--- src/rtl/gpio_debounce_pkg.sv ---
// gpio_debounce_pkg
// Shared helper for the debouncer: register widths derived from a count range.
// No ports; imported by gpio_debounce and gpio_debounce_bit.
package gpio_debounce_pkg;

    // Bits needed to hold values 0..n-1, never less than one bit so that
    // degenerate ranges (n == 1) still give a legal vector.
    function automatic int width_min1(input int n);
        int w;
        w = $clog2(n);
        return (w < 1) ? 1 : w;
    endfunction

endpackage

--- src/rtl/gpio_debounce_bit.sv ---
// gpio_debounce_bit
// One debounced input pin: two-flop synchroniser, stability counter and the
// debounced output flop.
// Ports:
//   i_clk     system clock
//   i_reset   asynchronous active-high reset
//   i_pin     raw asynchronous pin level
//   i_tick    shared prescaler tick (one-cycle enable)
//   o_level   debounced level (registered)
//   o_update  combinational: o_level takes q on the coming clock edge
module gpio_debounce_bit
    import gpio_debounce_pkg::*;
#(
    parameter int   THRESH  = 4,
    parameter logic DEFAULT = 1'b0
) (
    input  logic i_clk,
    input  logic i_reset,
    input  logic i_pin,
    input  logic i_tick,
    output logic o_level,
    output logic o_update
);

    localparam int CW = width_min1(THRESH + 1);

    logic          r_x;
    logic          r_q;
    logic          r_level;
    logic [CW-1:0] r_cnt;

    logic w_mismatch;
    logic w_expire;

    assign w_mismatch = (r_q != r_level);
    // Last required tick of a stable mismatch: the new level is accepted.
    assign w_expire   = w_mismatch && i_tick && (r_cnt == CW'(THRESH - 1));

    always_ff @(posedge i_clk or posedge i_reset) begin
        if (i_reset) begin
            r_x     <= DEFAULT;
            r_q     <= DEFAULT;
            r_level <= DEFAULT;
            r_cnt   <= '0;
        end else begin
            r_x <= i_pin;
            r_q <= r_x;
            // Any cycle where the synchronised pin agrees with the output
            // restarts the count at once, independent of the tick; this is
            // what throws away short glitches.
            if (!w_mismatch) begin
                r_cnt <= '0;
            end else if (w_expire) begin
                r_level <= r_q;
                r_cnt   <= '0;
            end else if (i_tick) begin
                r_cnt <= r_cnt + CW'(1);
            end
        end
    end

    assign o_level  = r_level;
    assign o_update = w_expire;

endmodule

--- src/rtl/gpio_debounce.sv ---
// gpio_debounce
// Synchronises and debounces NIN raw pins. A pin's new level is forwarded
// once it has been seen stable for THRESH prescaler ticks.
// Ports:
//   i_clk      system clock (single domain)
//   i_reset    asynchronous active-high reset
//   i_gpio     raw asynchronous pin levels [NIN]
//   o_gpio     debounced levels [NIN], registered
//   o_changed  one-cycle strobe, high in the first cycle a new o_gpio is visible
module gpio_debounce
    import gpio_debounce_pkg::*;
#(
    parameter int             NIN     = 16,
    parameter int             CLKDIV  = 1000,
    parameter int             THRESH  = 4,
    parameter logic [NIN-1:0] DEFAULT = {NIN{1'b0}}
) (
    input  logic           i_clk,
    input  logic           i_reset,
    input  logic [NIN-1:0] i_gpio,
    output logic [NIN-1:0] o_gpio,
    output logic           o_changed
);

    localparam int PW = width_min1(CLKDIV);

    logic [PW-1:0]  r_div;
    logic           r_changed;
    logic           w_tick;
    logic [NIN-1:0] w_update;

    // With CLKDIV == 1 the counter sits at 0 and the tick is permanently high.
    assign w_tick = (r_div == PW'(CLKDIV - 1));

    always_ff @(posedge i_clk or posedge i_reset) begin
        if (i_reset) begin
            r_div <= '0;
        end else if (w_tick) begin
            r_div <= '0;
        end else begin
            r_div <= r_div + PW'(1);
        end
    end

    generate
        for (genvar gi = 0; gi < NIN; gi++) begin : g_bit
            gpio_debounce_bit #(
                .THRESH  (THRESH),
                .DEFAULT (DEFAULT[gi])
            ) u_bit (
                .i_clk    (i_clk),
                .i_reset  (i_reset),
                .i_pin    (i_gpio[gi]),
                .i_tick   (w_tick),
                .o_level  (o_gpio[gi]),
                .o_update (w_update[gi])
            );
        end
    endgenerate

    // Registered alongside the o_gpio flops, so the strobe lines up with the
    // first cycle the new value is visible; simultaneous updates merge.
    always_ff @(posedge i_clk or posedge i_reset) begin
        if (i_reset) begin
            r_changed <= 1'b0;
        end else begin
            r_changed <= |w_update;
        end
    end

    assign o_changed = r_changed;

endmodule
--- config.mk ---
export PLATFORM = sky130hd
export DESIGN_NAME = gpio_debounce
export DESIGN_NICKNAME = d
export VERILOG_FILES = /design/src/rtl/gpio_debounce_pkg.sv /design/src/rtl/gpio_debounce_bit.sv /design/src/rtl/gpio_debounce.sv
export SDC_FILE = /design/constraint.sdc
export NUM_CORES = 1
export LEC_CHECK = 0
export BUFFER_PORTS_ARGS = -buffer_cell sky130_fd_sc_hd__buf_2
export CAP_MARGIN = 40
export CORE_ASPECT_RATIO = 0.6
export CORE_UTILIZATION = 45
export DETAILED_ROUTE_END_ITERATION = 8
export GPL_ROUTABILITY_DRIVEN = 0
export PLACE_DENSITY = 0.68
export SETUP_SLACK_MARGIN = 0.5
export SYNTH_ARGS = -nofsm -noshare
export SYNTH_HDL_FRONTEND = slang
export SYNTH_SLANG_ARGS = --single-unit
--- constraint.sdc ---
create_clock -name i_clk -period 4.41 [get_ports i_clk]
set_clock_uncertainty 0.05 [all_clocks]
set_input_delay 0.441 -clock i_clk [delete_from_list [all_inputs] [get_ports i_clk]]
set_output_delay 0.441 -clock i_clk [all_outputs]
set_load 0.01 [all_outputs]
==> flow_summary.toml <==
[run_status]
status = "complete, no violations"

[critical_path]
path_depth = 5
worstRegToRegCells = 5
end_kind = "flip-flop"
critPathBufInv = 0
path_max_fanout = 49
critPathMaxStageDelay_ns = 0.59
cp_top_family = "simple AND/OR/NAND/NOR gates"
crit_type = "reg -> reg"
slowest_stage = "or3_4"
cp-start-kind = "flip-flop"
arrival_ns = 2.28
required_ns = 4.58
path_cells = "ha_1, nand4bb_4, or3_4, nor2_1, mux2_1"

[sta]
period_share_pct = 47.74
finalHoldViolCount = 0
worst_pin_slew_ns = 0.5330
slew_headroom_pct = 64.47
setup_ws_ns = 2.305
setup_viol = 0
drv_slew = 0
rsz0062_at_grt = "false"
finalSetupTns_ns = 0
timing.hold.ws_ns = 0.01080
finalCriticalPeriod_ns = 2.105
fmax_ghz = 0.4750

[floorplanning]
std_cell_rows = 27
start_util_pct = 47.83
die_area_um2 = 10510
core_area_um2 = 9493
ioPinCount = 35
fp.dieW_um = 131.7
fp.dieH_um = 79.81

[logic_synthesis]
ys_warn_count = 0
synth-seq-cells = 107
synth-seq-area-share_pct = 58.97
synth_edf_count = 0
synth_top_area_share_pct = 58.97
synth_area_leader_cell = "dfrtp_1"
yosys-top-cells-area = "dfrtp_1 59%, a21oi_1 5.4%, ha_1 4.7%"
synth_area_um2 = 4541
synthCells = 395
postSynth.asyncResetShare_pct = 100.0
syn_avg_cell_area_um2 = 11.50
syn_nets = 430
ys_types = 31
synthFlopType = "dfrtp_1"

[clock_tree]
cts_sinks = 107
cts_root_buffer = "clkbuf_16"
clkTransAtPathRegs_ns = 0.06
clock_latency_ns = 0.34
clk_path_buf_depth = 2
h-tree-depth = 3
hold_buffers = 0
cts_resized = 0
cts_setup_buffers = 0
cts_tree = "built"
numCtsBuffers = 9

[placed_design]
place.detailed.hpwl_um = 5108
io_buffers = 34
pre_cts_ws_ns = 2.305
dpl_cell_area_um2 = 4738

[pwr]
ir_drop_v = 0.0001847
switching_share_pct = 19.80
p_switching_mw = 0.3609
intPower_mw = 1.461
seq_power_share_pct = 55.0
combPwrFrac_pct = 2.4
power_density_nw_per_um2 = 362.8
leakagePower_nw = 2.347
clkPwrFrac_pct = 42.5

[detailed_routing]
ant_nets = 0
route.detailed.drc = 0
via_per_inst = 5.047
dr.pass1.iters = 4
drt-total-wl_um = 7399
drt_iter0_markers = 187
wl_per_cell_um = 13.43
num_vias = 2781

[grt]
grt_overflow = 0
grt_max_degree = 56
grt_pass1_wl_um = 12830
track_usage_pct = 15.77
grt_pass1_vias = 2734
grt_antenna_before_repair = 0

[final_layout]
antenna_cells = 0
final_core_util_pct = 52.91
num-nets-final = 453
area_delta_synth_final_pct = 10.61
final_cell_area_um2 = 5022
layout-drive-gt1-share_pct = 14.96

[job]
max_cap_viol_count = 0

[worst_hold_path]
hp-class = "in -> async"
-- metal layers --
| layer | up-vias | global-route usage, % | part of all wire (%) |
|---|---|---|---|
| li1 | 1362 | - | - |
| met1 | 1373 | 21.05 | 52 |
| met2 | 40 | 23.81 | 43 |
| met3 | 6 | 5.905 | 4.5 |
| met4 | 0 | 4.884 | 0.65 |
| met5 | - | 0 | 0 |
-- worst paths after layout --
path / startpoint / endpoint / slack, ns
max in group asynchronous: i_reset / g_bit[1].u_bit.r_cnt[2] / 3.33
worst max-delay path: r_div[0] / g_bit[7].u_bit.o_level / 2.30
min in group i_clk: i_gpio[4] / g_bit[4].u_bit.r_x / 0.15
worst max register to register: r_div[0] / g_bit[7].u_bit.o_level / 2.30
worst min-delay path: i_reset / g_bit[7].u_bit.r_cnt[2] / 0.01
worst min register to register: g_bit[0].u_bit.r_x / g_bit[0].u_bit.r_q / 0.30
-- stage by stage --
step | power (mW) | instances
2_1_floorplan | 1.046 | 395
3_3_place_gp | 1.063 | 535
3_5_place_dp | 1.068 | 537
4_1_cts | 1.854 | 551
5_1_grt | 1.903 | 551
6_report | 1.822 | 551
-- cells in the mapped netlist, types with 4 or more instances --
cell / count
nand2b_1: 27
nor2b_1: 9
mux2_1: 8
nor3_1: 8
nand3_1: 14
o21ai_0: 4
nand3b_1: 10
a21oi_1: 49
ha_1: 17
buf_2: 6
nor2_1: 25
xor2_1: 5
buf_4: 16
buf_6: 4
dfrtp_1: 107
xnor2_1: 17
mux2_2: 8
nand2_1: 44
-- cells in the final DEF (no fill, tap or decap), drive strengths merged, types with 2 or more instances in the layout --
| master | instances |
|---|---|
| buf | 38 |
| nand2b | 27 |
| ha | 17 |
| o21ai | 4 |
| inv | 3 |
| a21oi | 49 |
| xnor2 | 17 |
| nor2 | 25 |
| nor2b | 9 |
| nand2 | 44 |
| nand3 | 14 |
| or3 | 2 |
| nor3 | 9 |
| xor2 | 5 |
| clkbuf | 12 |
| o22ai | 3 |
| mux2 | 16 |
| nand3b | 10 |
| dfrtp | 107 |
-- area by class of cell --
class | count | area [µm²]
Multi-Input combinational cell | 259 | 1657
Tap cell | 130 | 162.7
Inverter | 3 | 13.76
Clock inverter | 2 | 37.54
Fill cell | 837 | 4471
Timing Repair Buffer | 38 | 227.7
Clock buffer | 12 | 246.5
Sequential cell | 107 | 2678
-- flip-flops by register name, summed over array words and instances, names as in the netlist --
name	flops
g_bit.u_bit.o_level	16
g_bit.u_bit.r_cnt	48
g_bit.u_bit.r_q	16
g_bit.u_bit.r_x	16
o_changed	1
r_div	10
-- power by group through the flow --
stage	clock (mW)	combinational, mW	sequential, mW
final	0.775	0.0445	1.00
after detailed placement	0	0.0464	1.02
after floorplan	0	0.0265	1.02
after global placement	0	0.0425	1.02
after global routing	0.848	0.0514	1.00
after CTS	0.805	0.0465	1.00
-- worst register-to-register path, stage by stage (launching register included) --
cell and delay [ns]:
dfrtp_1 0.37, ha_1 0.28, nand4bb_4 0.15, or3_4 0.59
nor2_1 0.22, mux2_1 0.34
-- kinds of logic after synthesis --
family | count (synthesis) | synth area share [%]
buffers and inverters | 29 | 4.547
DFF | 107 | 58.97
muxes | 16 | 3.968
adders and majority gates | 17 | 4.684
AOI/OAI and AO/OA | 59 | 6.807
xor gates and xnor gates | 22 | 4.243
and+or+nand+nor | 145 | 16.78
Note: power is estimated with default switching activity, not from simulation.
